==> src/rtl/fetch_ctrl.sv <==
// Fetch-stage sequencer: owns the fetch PC and chooses PC+4, redirect target or hold each cycle,
// and generates the next-PC mux controls plus the decode flush for wrong-path squashing.
module fetch_ctrl #(
    parameter logic [31:0] RESET_PC     = 32'h0000_0000,
    parameter int          FLUSH_CYCLES = 2
) (
    input  logic        clk,
    input  logic        rst,
    input  logic        hazard_stall,
    input  logic        redirect_valid,
    input  logic [31:0] redirect_target,
    input  logic        imem_ready,
    output logic [31:0] pc,
    output logic        fetch_valid,
    output logic        pc_sel,
    output logic        stall,
    output logic        flush,
    output logic        misalign
);

    typedef enum logic [1:0] {
        ST_BOOT  = 2'd0,
        ST_RUN   = 2'd1,
        ST_FLUSH = 2'd2
    } state_t;

    localparam logic [2:0] FLUSH_LOAD = 3'(FLUSH_CYCLES);

    state_t      state;
    state_t      state_next;
    logic [2:0]  fcnt;
    logic [2:0]  fcnt_next;
    logic [31:0] pc_next;
    logic        misalign_next;

    always_ff @(posedge clk) begin
        if (rst) begin
            state    <= ST_BOOT;
            pc       <= RESET_PC;
            fcnt     <= 3'd0;
            misalign <= 1'b0;
        end else begin
            state    <= state_next;
            pc       <= pc_next;
            fcnt     <= fcnt_next;
            misalign <= misalign_next;
        end
    end

    always_comb begin
        state_next    = state;
        pc_next       = pc;
        fcnt_next     = fcnt;
        misalign_next = misalign;
        fetch_valid   = 1'b0;
        pc_sel        = 1'b0;
        stall         = 1'b0;
        flush         = 1'b0;

        case (state)
            ST_BOOT: begin
                stall      = 1'b1;
                flush      = 1'b1;
                state_next = ST_RUN;
            end
            ST_RUN, ST_FLUSH: begin
                fetch_valid = 1'b1;
                flush       = (state == ST_FLUSH);
                // Redirect beats every hold source; the wrong-path count restarts on each one.
                if (redirect_valid) begin
                    pc_sel     = 1'b1;
                    flush      = 1'b1;
                    pc_next    = {redirect_target[31:2], 2'b00};
                    state_next = ST_FLUSH;
                    fcnt_next  = FLUSH_LOAD;
                    if (redirect_target[1:0] != 2'b00) begin
                        misalign_next = 1'b1;
                    end
                end else if (hazard_stall || !imem_ready) begin
                    stall = 1'b1;
                end else begin
                    pc_next = pc + 32'd4;
                    if (state == ST_FLUSH) begin
                        fcnt_next = fcnt - 3'd1;
                        if (fcnt <= 3'd1) begin
                            fcnt_next  = 3'd0;
                            state_next = ST_RUN;
                        end
                    end
                end
            end
            default: begin
                stall      = 1'b1;
                flush      = 1'b1;
                state_next = ST_BOOT;
            end
        endcase
    end

endmodule
==> config.mk <==
export PLATFORM = sky130hd
export DESIGN_NAME = fetch_ctrl
export DESIGN_NICKNAME = d
export VERILOG_FILES = /design/src/rtl/fetch_ctrl.sv
export SDC_FILE = /design/constraint.sdc
export NUM_CORES = 1
export LEC_CHECK = 0
export BUFFER_PORTS_ARGS = -buffer_cell sky130_fd_sc_hd__buf_4
export CORE_MARGIN = 5
export CORE_UTILIZATION = 40
export DETAILED_ROUTE_END_ITERATION = 8
export PLACE_DENSITY = 0.71
export SYNTH_ARGS = -nofsm -noshare
export SYNTH_HDL_FRONTEND = slang
export SYNTH_SLANG_ARGS = --single-unit
==> constraint.sdc <==
create_clock -name clk -period 1.9 [get_ports clk]
set_input_delay 0.095 -clock clk [delete_from_list [all_inputs] [get_ports clk]]
set_output_delay 0.095 -clock clk [all_outputs]
set_load 0.01 [all_outputs]
# [Yosys cells after proc, flatten, opt, wreduce, memory -nomap -nowiden]
# Index checks and enable logic that the tools add are counted.
[classes] add_sub_neg=2 magnitude_cmp=1 eq_ne=6 muxes=19 reduce_logical=10
[op_table] op="2-to-1 mux 32 bit" n=2
[op_table] op="adder 32 x 3 -> 32 bit (second input constant)" n=1
[op_table] op="2-to-1 mux 3 bit" n=4
[op_table] op="!= test 3 bit (second input constant)" n=3
[op_table] op="AND reduction 3 bit" n=3
[op_table] op="2-to-1 mux 1 bit" n=8
[op_table] op="2-to-1 mux 2 bit" n=4
[op_table] op="case mux 2 bit (2 select lines)" n=1
[op_table] op="nonzero test 2 bit" n=2
[op_table] op="<= comparator 3 x 1 -> 1 bit (second input constant)" n=1
[op_table] op="subtractor 3 x 1 -> 3 bit (second input constant)" n=1
[op_table] op="== test 2 x 1 -> 1 bit (second input constant)" n=1
[op_table] op="== test 2 bit (second input constant)" n=1
[op_table] op="zero test 2 bit" n=1
[op_table] op="!= test 2 bit (second input constant)" n=1
[op_table] op="AND reduction 2 bit" n=1
[op_table] op="OR reduction 2 bit" n=1
[op_table] op="zero test 1 bit" n=1
[op_table] op="logical OR 1 bit" n=1
[word_totals] regBits=38 in_bits=37 out_inout_bits=37

# [Logic depth before layout (Yosys ltp)]
[depth] ltp_word=6 depth_mapped=8

# [Worst setup path after synthesis]
# No wires, ideal clock.
[synth_path] kind="reg-to-reg" start="register pc[2]" end="register pc[28]" setup_time_ns=0.127 arrival_ns=1.802 setup_slack_ns=-0.029 stages_incl_launch_ff=7 path_buffers=0 synth_period_minus_slack_ns=1.929 path_cell_list="dfxtp_1 ha_1 nand4_1 nor2_1 nand2_1 o211a_1 or3_1"
[synth_between] elab_chain_len=3
[synth_rtl] item="start: declaration" line="13" source="output logic [31:0] pc,"
[synth_rtl] item="start signal: assignment" line="44" source="pc <= pc_next;"
[synth_rtl] item="adder 32 x 3 -> 32 bit" line="82" source="pc_next = pc + 32'd4;"
[synth_rtl] item="2-to-1 mux 32 bit" line="79" source="end else if (hazard_stall || !imem_ready) begin"
[synth_rtl] item="2-to-1 mux 32 bit" line="70" source="if (redirect_valid) begin"
# Every way passes these cells. The select of a mux whose other input is x is not followed.
# A chain may end at the register's enable or synchronous reset.

# [Worst setup path in the final report]
[layout_path] start="register state[0]" end="register state[0]"
[layout_between] elab_chain_len=4
[layout_rtl] item="start: declaration" line="29" source="state_t state;"
[layout_rtl] item="start signal: assignment" line="43" source="state <= state_next;"
[layout_rtl] item="== test 2 bit / == test 2 x 1 -> 1 bit (equally long branches)" line="60, 83"
[layout_rtl] item="OR reduction 2 bit" line="60" source="case (state)"
[layout_rtl] item="!= test 3 bit (no line)"
[layout_rtl] item="AND reduction 3 bit (no line)"
# Parallel ways exist; a longest one is shown, timed or not.

==> summary.txt <==
CTS
  • CTS H-tree depth: 2
  • Clock transition at path regs: ~70 ps
  • Clk_lat worst skew: a little under 300 ps
  • CTS tree: built
  • Clock Sinks: 36
  • Clk buf depth: 2
  • Cts bufs inserted: 5
  • Root Driver: clkbuf_8

Global routing
  • Global route hottest layer: met2
  • Vias in the first global route: 2453
  • Largest net degree at the start of global routing: 42
  • M3 GR Usage: 4.61%
  • First-pass GRT wire length: 12300 um
  • Met2 global-route usage: 33.4%
  • Global routing usage on met1: between 20 and 30%
  • GRT Overall Usage: 20.7%
  • Antenna violations before repair: 0
  • GR Overflow Total: 0

Yosys
  • Synth area leader: dfxtp_1
  • Mean area per synthesized cell: 7.61 sq um
  • Synth unique cells: just under 60
  • Most used DFF post-synth: dfxtp_1
  • Cell with the most instances after synthesis: dfxtp_1
  • Post-synth EDFFs: 0
  • Post-synthesis sequential area ratio: approximately 31%
  • Post-synth ARST share: 0%
  • Largest cells by area after synthesis: dfxtp_1, a21oi_1, nand2_1
  • Top cell type's share of synthesized area: 31.1%
  • Synth top cells by count: dfxtp_1, nand2_1, a21oi_1
  • Syn Inst Count: 305
  • Synthesis warning total: 0
  • Synthesis-stage register bit count: 36
  • Synthesized area: between 0.002 and 0.0025 sq mm

Critical path
  • Startpoint types: flop
  • Reg-to-Reg Start: state[0]$_SDFFE_PP0P_
  • CP endpoint kind: flop
  • Setup Crit Path Kind: reg -> reg
  • Reg2reg end: state[0]$_SDFFE_PP0P_
  • CP arrival: 2070 ps
  • CP max FO: 15
  • Reg2reg path depth: 7
  • R2R Setup Slk: -8 ps
  • Critical Path RT: 2060 ps

Route
  • Post-Route WL: between 7000 and 8000 um
  • Drt pass-1 iters: 4
  • Iter 0 DRT Violations: between 200 and 300
  • DR vias/cell: slightly below 6
  • Final ANT Viol Nets: 0
  • WL/cell: roughly 17 um
  • Post-route DRC: 0
  • Total number of vias: around 2700

Timing
  • Period utilization: 100%
  • Hold_ws: 60.2 ps
  • Fmax: ~520 MHz
  • Setup violations, final: 1
  • Layout Skew: around 4.2 ps
  • Max-slew violation count: 0
  • Hold Vio Cnt, Final: 0
  • Setup TNS: -7.69 ps
  • RSZ-0062 raised after global routing: yes
  • Worst Setup Slack, final: -7.69 ps
  • Post-route minimum period: between 1500 and 2000 ps

Pwr
  • Power Density: about 800 mW/mm^2
  • Tot Pwr: roughly 0.0026 W
  • Peak supply drop: around 0.32 mV
  • Lkg Pwr: approximately 1.4 nW

Job
  • Maxcap violations: 0

Die
  • Core box area: 0.00557 sq mm
  • # IOs: 74
  • FP Rows: 27
  • Starting density of the core: between 40% and 50%
  • Die ar.: roughly 0.0074 sq mm
  • Chip width: 86.2 um
  • Die Height: roughly 86 um

Cells and area
  • Nets: around 440
  • Final Util: slightly below 60%
  • Share of cells above drive strength 1: roughly a third
  • FILL cells: 534
  • Area grow syn2layout: 41.5%
  • Diodes inserted: 0

Status
  • Failing checks: negative setup slack
  • Outcome: finished with violations

Placement
  • Gpl congestion: ~0.9
  • Worst slack, placed: between 20 and 30 ps
  • Port Buffers: 71
  • HPWL after detailed placement: 5630 um

Min path
  • Hold Path Sink: pc[19]$_SDFFE_PP0P_
  • Hold Crit Depth: 2
  • Hold wc startpoint: redirect_target[19]
  • Worst hold path class: in -> reg
## state kept, by name, indices dropped and copies added (netlist names)
| register | flops |
|---|---|
| misalign | 1 |
| pc | 30 |
| state | 2 |
| fcnt | 3 |
## worst max path at each step
stage                            endpoint  depth (start not counted)             startpoint
global route        state[0]$_SDFFE_PP0P_                          7  state[0]$_SDFFE_PP0P_
detailed placement  state[0]$_SDFFE_PP0P_                          7  state[0]$_SDFFE_PP0P_
floorplan             pc[22]$_SDFFE_PP0P_                          7  state[1]$_SDFFE_PP0P_
finish              state[0]$_SDFFE_PP0P_                          7  state[0]$_SDFFE_PP0P_
global placement      pc[22]$_SDFFE_PP0P_                          7  state[0]$_SDFFE_PP0P_
CTS                 state[0]$_SDFFE_PP0P_                          7  state[0]$_SDFFE_PP0P_
## power by group
| part | leakage (nW) | internal, W | switching [W] |
|---|---|---|---|
| logic | 1.01 | 0.000487 | 0.000542 |
| registers | 0.296 | 0.000870 | 0.000118 |
| clock network | 0.0515 | 0.000331 | 0.000284 |
| total | 1.36 | 0.00169 | 0.000943 |
## cell usage in the layout, fill, tap and decap left out, types with 3 or more instances in the layout
cell      Yosys  final
buf_4         2    106
dfxtp_1      36     31
nand2_1      29     29
a21oi_1      24     24
nor2_1       20     19
nand3_1      17     16
nor3_1       14     14
o21ai_0      13     13
inv_1        12     11
and3_1        9      9
mux2i_1       8      8
nand4_1       8      8
nor4_1        7      7
clkbuf_8      0      7
o311ai_0      6      6
o211ai_1      6      6
or3_1         5      5
o22ai_1       5      5
nor2b_1       4      4
and4_1        4      4
ha_1          6      4
and2_1        3      3
a31oi_1       3      3
a32oi_1       3      3
dfxtp_2       0      3
## layout make-up
class                           count  area, sq um  area share (%)
Sequential cell                    36          732            22.3
Clock buffer                        8          100            3.05
Timing Repair Buffer              106          796            24.2
Inverter                           13         51.3            1.56
Multi-Input combinational cell    234         1510            46.1
Tap cell                           72         90.1            2.74
## routing by layer
metal / part of all wire, % / up-vias / routed length (um)
li1: - / 1333 / -
met1: 43 / 1281 / 3410
met2: 47 / 116 / 3700
met3: 8.0 / 12 / 625
met4: 1.4 / 0 / 112
met5: 0 / - / 0
## timing repair
item | in CTS | in global routing
buffers inserted | 0 | 3
setup endpoints to repair | 0 | 16
gates resized for setup | 0 | 11
hold buffers | 0 | 0
## metrics by stage
step	area [sq um]	std cells
2_1_floorplan	2360	306
3_3_place_gp	3130	458
3_5_place_dp	3130	458
4_1_cts	3230	466
5_1_grt	3280	469
6_report	3280	469
## critical path, stage by stage, from the launching register on
cell and delay, ps:
dfxtp_2 360, inv_4 50, ha_4 250, buf_4 200
inv_1 80, a311oi_2 330, nor2b_1 90, a2111oi_1 410
## cell families after synthesis
group,share of synthesized area [%]
compound gates,24.6
fa+ha+maj,3.24
buf+inv,6.20
flops,31.1
mux,3.45
other cells,0.162
simple gates,31.2
Power figures use the tool's default switching activity.
